--- config.mk ---
export PLATFORM = sky130hd
export DESIGN_NAME = pga_agc_controller
export DESIGN_NICKNAME = d
export VERILOG_FILES = /design/src/rtl/pga_agc_controller.sv
export SDC_FILE = /design/constraint.sdc
export NUM_CORES = 1
export LEC_CHECK = 0
export ABC_AREA = 1
export CORE_AREA = 2 2 91 93
export DETAILED_ROUTE_END_ITERATION = 6
export DIE_AREA = 0 0 93 95
export PLACE_DENSITY = 0.79
export SLEW_MARGIN = 30
export SYNTH_ARGS = -nofsm -noshare
export SYNTH_HDL_FRONTEND = slang
export SYNTH_SLANG_ARGS = --single-unit
--- constraint.sdc ---
create_clock -name clk -period 3.2 [get_ports clk]
set_clock_uncertainty 0.1 [all_clocks]
set_input_delay 0.8 -clock clk [delete_from_list [all_inputs] [get_ports clk]]
set_output_delay 0.8 -clock clk [all_outputs]
set_load 0.02 [all_outputs]
--- src/rtl/pga_agc_controller.sv ---
`default_nettype none
// ============================================================================
// Module      : pga_agc_controller
// Description : AGC sequencer for the receiver PGA. Measures windowed peak ADC
//               magnitude, steps the gain, and writes it over a set/done link.
// Revision    : 1.0 - initial release
// ============================================================================
module pga_agc_controller #(
    parameter int SAMPLE_W      = 12,
    parameter int WINDOW_LEN    = 1024,
    parameter int SETTLE_CYCLES = 256,
    parameter int HIGH_THRESH   = 1536,
    parameter int LOW_THRESH    = 512,
    parameter int GAIN_STEP     = 4,
    parameter int GAIN_MIN      = 0,
    parameter int GAIN_MAX      = 255,
    parameter int INIT_GAIN     = 128
) (
    input  logic                clk,
    input  logic                rst,
    input  logic [SAMPLE_W-1:0] sample_i,
    input  logic                sample_valid_i,
    input  logic                enable_i,
    input  logic [7:0]          manual_gain_i,
    input  logic                manual_load_i,
    input  logic                done_i,
    output logic [7:0]          gain_o,
    output logic                set_o,
    output logic                busy_o,
    output logic                settled_o,
    output logic [SAMPLE_W-2:0] peak_o
);

    localparam int c_PW     = SAMPLE_W - 1;
    localparam int c_WCNT_W = $clog2(WINDOW_LEN + 1);
    localparam int c_SCNT_W = $clog2(SETTLE_CYCLES + 1);

    localparam logic [c_WCNT_W-1:0] c_WIN_LAST = c_WCNT_W'(WINDOW_LEN - 1);
    localparam logic [c_SCNT_W-1:0] c_SET_LAST = c_SCNT_W'(SETTLE_CYCLES - 1);
    localparam logic [c_PW-1:0]     c_MAG_MAX  = '1;
    localparam logic [c_PW-1:0]     c_HIGH     = c_PW'(HIGH_THRESH);
    localparam logic [c_PW-1:0]     c_LOW      = c_PW'(LOW_THRESH);
    localparam logic [9:0]          c_MIN10    = 10'(GAIN_MIN);
    localparam logic [9:0]          c_STEP10   = 10'(GAIN_STEP);
    localparam logic [8:0]          c_MAX9     = 9'(GAIN_MAX);
    localparam logic [8:0]          c_STEP9    = 9'(GAIN_STEP);
    localparam logic [7:0]          c_MIN8     = 8'(GAIN_MIN);
    localparam logic [7:0]          c_MAX8     = 8'(GAIN_MAX);
    localparam logic [7:0]          c_STEP8    = 8'(GAIN_STEP);
    localparam logic [7:0]          c_INIT8    = 8'(INIT_GAIN);

    typedef enum logic [2:0] {
        S_WRITE     = 3'd0,
        S_WAIT_DONE = 3'd1,
        S_SETTLE    = 3'd2,
        S_MEASURE   = 3'd3,
        S_DECIDE    = 3'd4,
        S_IDLE      = 3'd5
    } state_t;

    state_t              r_state;
    logic                r_pend;
    logic [7:0]          r_pend_gain;
    logic [c_PW-1:0]     r_peak;
    logic [c_WCNT_W-1:0] r_wcnt;
    logic [c_SCNT_W-1:0] r_scnt;

    // Host gain codes are clamped into the legal range before use.
    function automatic logic [7:0] clamp_gain(input logic [7:0] g);
        logic [9:0] lo;
        lo = {2'b00, g} - c_MIN10;
        if (lo[9])
            return c_MIN8;
        else if ({1'b0, g} > c_MAX9)
            return c_MAX8;
        else
            return g;
    endfunction

    // Magnitude with the most negative code saturated to the largest positive.
    logic [SAMPLE_W-1:0] w_abs;
    logic [c_PW-1:0]     w_mag;
    logic [c_PW-1:0]     w_peak_nxt;
    assign w_abs      = sample_i[SAMPLE_W-1] ? (~sample_i + 1'b1) : sample_i;
    assign w_mag      = w_abs[SAMPLE_W-1] ? c_MAG_MAX : w_abs[c_PW-1:0];
    assign w_peak_nxt = (w_mag > r_peak) ? w_mag : r_peak;

    // Step arithmetic is done wide so the clamps see any over/underflow.
    logic [8:0] w_up;
    logic [9:0] w_dn_chk;
    logic [7:0] w_gain_up;
    logic [7:0] w_gain_dn;
    logic [7:0] w_gain_new;
    assign w_up       = {1'b0, gain_o} + c_STEP9;
    assign w_dn_chk   = {2'b00, gain_o} - c_STEP10 - c_MIN10;
    assign w_gain_up  = (w_up > c_MAX9) ? c_MAX8 : w_up[7:0];
    assign w_gain_dn  = w_dn_chk[9] ? c_MIN8 : (gain_o - c_STEP8);
    assign w_gain_new = (peak_o > c_HIGH) ? w_gain_dn :
                        (peak_o < c_LOW)  ? w_gain_up : gain_o;

    logic w_manual_now;
    assign w_manual_now = manual_load_i && (r_state != S_WRITE) && (r_state != S_WAIT_DONE);

    always_ff @(posedge clk or posedge rst) begin
        if (rst) begin
            r_state     <= S_WRITE;
            gain_o      <= c_INIT8;
            set_o       <= 1'b0;
            busy_o      <= 1'b0;
            settled_o   <= 1'b0;
            peak_o      <= '0;
            r_pend      <= 1'b0;
            r_pend_gain <= '0;
            r_peak      <= '0;
            r_wcnt      <= '0;
            r_scnt      <= '0;
        end else begin
            set_o     <= 1'b0;
            settled_o <= 1'b0;
            if (w_manual_now) begin
                gain_o  <= clamp_gain(manual_gain_i);
                r_state <= S_WRITE;
                r_peak  <= '0;
                r_wcnt  <= '0;
                r_scnt  <= '0;
            end else begin
                case (r_state)
                    S_WRITE: begin
                        set_o   <= 1'b1;
                        busy_o  <= 1'b1;
                        r_state <= S_WAIT_DONE;
                        if (manual_load_i) begin
                            r_pend      <= 1'b1;
                            r_pend_gain <= manual_gain_i;
                        end
                    end
                    S_WAIT_DONE: begin
                        if (done_i) begin
                            busy_o <= 1'b0;
                            r_scnt <= '0;
                            // A queued host value skips settling and is written at once.
                            if (r_pend || manual_load_i) begin
                                gain_o  <= clamp_gain(manual_load_i ? manual_gain_i : r_pend_gain);
                                r_pend  <= 1'b0;
                                r_state <= S_WRITE;
                            end else begin
                                r_state <= S_SETTLE;
                            end
                        end else if (manual_load_i) begin
                            r_pend      <= 1'b1;
                            r_pend_gain <= manual_gain_i;
                        end
                    end
                    S_SETTLE: begin
                        if (r_scnt == c_SET_LAST) begin
                            r_scnt <= '0;
                            if (enable_i) begin
                                r_state   <= S_MEASURE;
                                settled_o <= 1'b1;
                            end else begin
                                r_state <= S_IDLE;
                            end
                        end else begin
                            r_scnt <= r_scnt + 1'b1;
                        end
                    end
                    S_MEASURE: begin
                        if (!enable_i) begin
                            r_state <= S_IDLE;
                            r_peak  <= '0;
                            r_wcnt  <= '0;
                        end else begin
                            settled_o <= 1'b1;
                            if (sample_valid_i) begin
                                if (r_wcnt == c_WIN_LAST) begin
                                    peak_o    <= w_peak_nxt;
                                    r_peak    <= '0;
                                    r_wcnt    <= '0;
                                    r_state   <= S_DECIDE;
                                    settled_o <= 1'b0;
                                end else begin
                                    r_peak <= w_peak_nxt;
                                    r_wcnt <= r_wcnt + 1'b1;
                                end
                            end
                        end
                    end
                    S_DECIDE: begin
                        if (w_gain_new != gain_o) begin
                            gain_o  <= w_gain_new;
                            r_state <= S_WRITE;
                        end else begin
                            r_state   <= S_MEASURE;
                            settled_o <= 1'b1;
                        end
                    end
                    S_IDLE: begin
                        if (enable_i) begin
                            r_state   <= S_MEASURE;
                            settled_o <= 1'b1;
                        end
                    end
                    default: r_state <= S_WRITE;
                endcase
            end
        end
    end

endmodule
`default_nettype wire

==> metrics.md <==
| Metric | Value |
|---|---|
| Clock tree from TritonCTS | built |
| Count of buffers from port buffering | 47 |
| Post-route fraction of the period consumed by the critical path | 1.038 |
| Global placer's final weighted congestion | 0.9734 |
| WL final | 13.99 mm |
| Status | complete, but fails checks |
| Highest clock frequency the design can meet | 301.1 MHz |
| Vertical die dimension | 95 um |
| Number of antenna violations at the first check in global routing | 0 |
| Antenna diodes | 0 |
| First-pass GRT wire length | 19.47 mm |
| Sequential share of power | 0.292 |
| Most common library cell in the layout ignoring fill and taps | sky130_fd_sc_hd__nand2_1 |
| Die outline area | 8835 um^2 |
| Storage cell area | 1628 um^2 |
| Count of boundary I/O pins | 48 |
| Count of final setup violators | 18 |
| Sw Pwr | 2006 uW |
| Net switching fraction of the power | 0.4802 |
| Met3 capacity usage during global routing | 0.03192 |
| Syn avg cell area | 7.243 um^2 |
| P_int | 2172 uW |
| Cell row count | 33 |
| Mapped cell area | 4389 um^2 |
| Buffer depth of the longest clock path | 2 |
| Clock-pin slew on the worst setup and hold paths | 70 ps |
| TritonCTS Buffers | 9 |
| Crit Reg-Reg Endpoint | peak_o[9]$_DFFE_PP0P_ |
| Detailed-route DRC error count | 0 |
| Critical-path cell list | dlygate4sd2_1, nor2_4, nand2_2, nor3_4, buf_6, nand2_2, nand2_1, nand2_2, ha_4, nand2_4, buf_6, nor4_4, nand4_1, nand2_4, buf_8, nand2_4, o21ai_4, o21ai_1 |
| Count of final max-slew check failures | 0 |
| Cts-stage hold buffer count | 0 |
| Final hold slack | 395.4 ps |
| Endpoint class of the critical path | register |
| Post-synthesis register bit count | 65 |
| Setup TNS | -1156 ps |
| Max_slew headroom | 0.3731 |
| Delay of the slowest cell on the worst path | 330 ps |
| Number of cells on the worst reg-to-reg path | 10 |
| Leading post-synthesis cells by cell area | sky130_fd_sc_hd__dfrtp_1 (36%), sky130_fd_sc_hd__nand2_1 (13%), sky130_fd_sc_hd__o21ai_0 (7.8%) |
| Insertion delay of the later-clocked pin in the worst-skew pair | 350 ps |
| Layer with the highest usage after global routing | met2 |
| Proportion of layout cells with a drive suffix above 1 | 0.2397 |
| Primary flip-flop cell chosen by synthesis mapping | sky130_fd_sc_hd__dfrtp_1 |
| First-pass detailed-route iteration total | 5 |
| Met1 layer usage reported by global route | 0.3323 |
| Hold Path Class | register to register |
| Vias per cell | 5.933 |
| Count of buffering cells on the critical path with inverters included | 4 |
| Hold Path Depth | 2 |
| Starting Density | 0.5537 |
| Launch point of the worst hold path | r_pend_gain[1]$_DFFE_PP0P_ |
| Actual slew at the worst max-slew pin | 937.6 ps |
| Pin count of the biggest net entering global routing | 60 |
| Minimum setup slack in the final design | -121.4 ps |
| Signed area change from the synthesized netlist to the final layout | 33.61% |
| 1st-iter DRT viols | 469 |
| Area share of the largest cell type after synthesis | 0.3649 |
| Number of global-route vias before repair | 4260 |
| Area of the multi-input gates | 2736 um^2 |
| Fraction of the yosys area taken by sequential cells | 0.3709 |
| Required time reported for the critical path endpoint | 3280 ps |
| Die W | 93 um |
| Worst Hold End | r_pend_gain[1]$_DFFE_PP0P_ |
| Worst setup path class | input pin to register |
| Cell variety after synth | 46 |
| Maximum Capacitance Violations | 0 |
| Total routing resource utilization after global routing | 0.2785 |
| Slowest cell on the critical path | sky130_fd_sc_hd__ha_4 |
| Filler instances | 572 |
| DRT antenna net count | 0 |
| Final Critical Period | 3321 ps |
| # clock sinks | 65 |
| DP Wirelength | 8.060 mm |
| Part of the power in the clock network | 0.151 |
| Combinational share of power | 0.556 |
| Top cell type by total area after synthesis | sky130_fd_sc_hd__dfrtp_1 |
| Number of nets in the finished design | 744 |
| Area of the core region | 7928 um^2 |
| Critical register-to-register path startpoint | r_wcnt[0]$_DFFE_PP0P_ |
| Maximum vdd ir drop | 0.0003220 V |
| Total count of hold-check failures in the final report | 0 |
| Global route overflow | 0 |
| Mapped Nets | 649 |
| Leakage power figure | 0.002752 uW |
| Violated checks | setup timing |
| Met2 global-route usage | 0.4976 |
| Gate count of the mapped netlist | 606 |
| CP startpoint kind | input pin |
| P per Cell Area | 712.5 nW/um^2 |
| Routed length per instance | 17.27 um |
| Family with the most delay on the worst path | simple AND/OR/NAND/NOR gates |
| Clock root buffer master | sky130_fd_sc_hd__clkbuf_8 |
| Worst reg2reg setup slack | 70 ps |
| Critical path fanouts, max | 7 |
| Number of enable flip-flop cells after synthesis | 0 |
| Most frequent cells in the layout | sky130_fd_sc_hd__nand2_1 (139), sky130_fd_sc_hd__dfrtp_1 (64), sky130_fd_sc_hd__inv_1 (63), sky130_fd_sc_hd__buf_4 (47), sky130_fd_sc_hd__o21ai_0 (46) |
| CP Data Arrival Time | 3410 ps |
| Yosys warning total | 0 |
| Total number of vias | 4806 |
| H-Tree Level Count | 3 |
| Share of flip-flops with an asynchronous set or reset after synthesis | 1.000 |
synthesized netlist by cell type (4+ instances only):
master and instances:
sky130_fd_sc_hd__a21oi_1 19, sky130_fd_sc_hd__a31oi_1 6, sky130_fd_sc_hd__buf_2 4, sky130_fd_sc_hd__buf_6 4, sky130_fd_sc_hd__clkbuf_1 8, sky130_fd_sc_hd__dfrtp_1 64
sky130_fd_sc_hd__ha_1 17, sky130_fd_sc_hd__inv_1 69, sky130_fd_sc_hd__inv_2 5, sky130_fd_sc_hd__nand2_1 156, sky130_fd_sc_hd__nand2_2 7, sky130_fd_sc_hd__nand3_1 43
sky130_fd_sc_hd__nand3_2 6, sky130_fd_sc_hd__nand4_1 6, sky130_fd_sc_hd__nor2_1 46, sky130_fd_sc_hd__nor2_2 5, sky130_fd_sc_hd__nor3_1 8, sky130_fd_sc_hd__o211ai_1 4
sky130_fd_sc_hd__o21ai_0 68, sky130_fd_sc_hd__o22ai_1 12, sky130_fd_sc_hd__xor2_1 13
logic make-up (layout without fill, tap and decap cells):
| group | count (synthesis) | count (layout) | share of synthesized area |
|---|---|---|---|
| AND/OR/NAND/NOR | 289 | 289 | 0.2988 |
| buffers and inverters | 93 | 192 | 0.08837 |
| adder cells (fa/ha/maj) | 17 | 17 | 0.04846 |
| AO/OA/AOI/OAI | 128 | 128 | 0.1656 |
| flip-flops | 65 | 65 | 0.3709 |
| XOR/XNOR | 14 | 14 | 0.02794 |
repair_timing:
action,CTS,global route
resized for setup,62,69
pin swaps,20,19
setup buffers,17,4
endpoints found under the setup margin,22,22
gates cloned,1,0
state kept, by name (all words and copies together) (netlist names):
signal       cells
busy_o           1
gain_o           8
peak_o          11
r_peak          11
r_pend           1
r_pend_gain      8
r_scnt           9
r_state          3
r_wcnt          11
set_o            1
settled_o        1
routing by layer:
metal / vias up / wire [um]
met2: 250 / 7134
met4: 0 / 696
li1: 2197 / -
met5: - / 0
met3: 74 / 927
met1: 2285 / 5229
worst max path at each step:
stage / start / end / slack, ps / cells after the start
floorplan: sample_i[3] / peak_o[2]$_DFFE_PP0P_ / 0.04 / 18
global placement: sample_i[3] / peak_o[1]$_DFFE_PP0P_ / -540 / 19
detailed placement: sample_i[3] / peak_o[5]$_DFFE_PP0P_ / -740 / 19
CTS: sample_i[2] / r_peak[6]$_DFFE_PP0P_ / 10 / 18
global route: r_wcnt[0]$_DFFE_PP0P_ / peak_o[9]$_DFFE_PP0P_ / -230 / 10
finish: sample_i[5] / peak_o[9]$_DFFE_PP0P_ / -120 / 18
power by group through the flow:
stage / clock network (uW) / logic (uW) / registers [uW]
finish: 632 / 2320 / 1220
global route: 663 / 2530 / 1240
global placement: 0 / 1800 / 1220
floorplan: 0 / 1380 / 1200
CTS: 625 / 2000 / 1210
detailed placement: 0 / 1860 / 1220
worst register-to-register path, cell delays in order, from the launching register on:
cell,delay [ps]
sky130_fd_sc_hd__dfrtp_1,410
sky130_fd_sc_hd__ha_1,230
sky130_fd_sc_hd__nand2_1,90
sky130_fd_sc_hd__nor2_1,180
sky130_fd_sc_hd__nand2_1,70
sky130_fd_sc_hd__nor2_1,190
sky130_fd_sc_hd__nand3_1,170
sky130_fd_sc_hd__nor2_1,250
sky130_fd_sc_hd__nand4_1,770
sky130_fd_sc_hd__nand2_1,380
sky130_fd_sc_hd__o21ai_1,140
per-stage QoR:
step           cells  total power, uW    util  area [um^2]  setup slack, ps
3_5_place_dp     773             3087  0.6491         5146           -744.6
3_3_place_gp     773             3014  0.6491         5146           -541.1
5_1_grt          810             4435  0.7397         5864           -232.0
4_1_cts          806             3839  0.7068         5603            11.34
6_report         810             4178  0.7397         5864           -121.4
2_1_floorplan    606             2579       -         4395          0.04485
layout make-up:
cell class                      instances  area share
Clock buffer                           10     0.02347
Clock inverter                          5    0.005547
Inverter                               76     0.04907
Multi-Input combinational cell        448      0.4666
Sequential cell                        65      0.2776
Tap cell                              105     0.02240
Timing Repair Buffer                  101      0.1553
(Power assumes the default switching activity.)
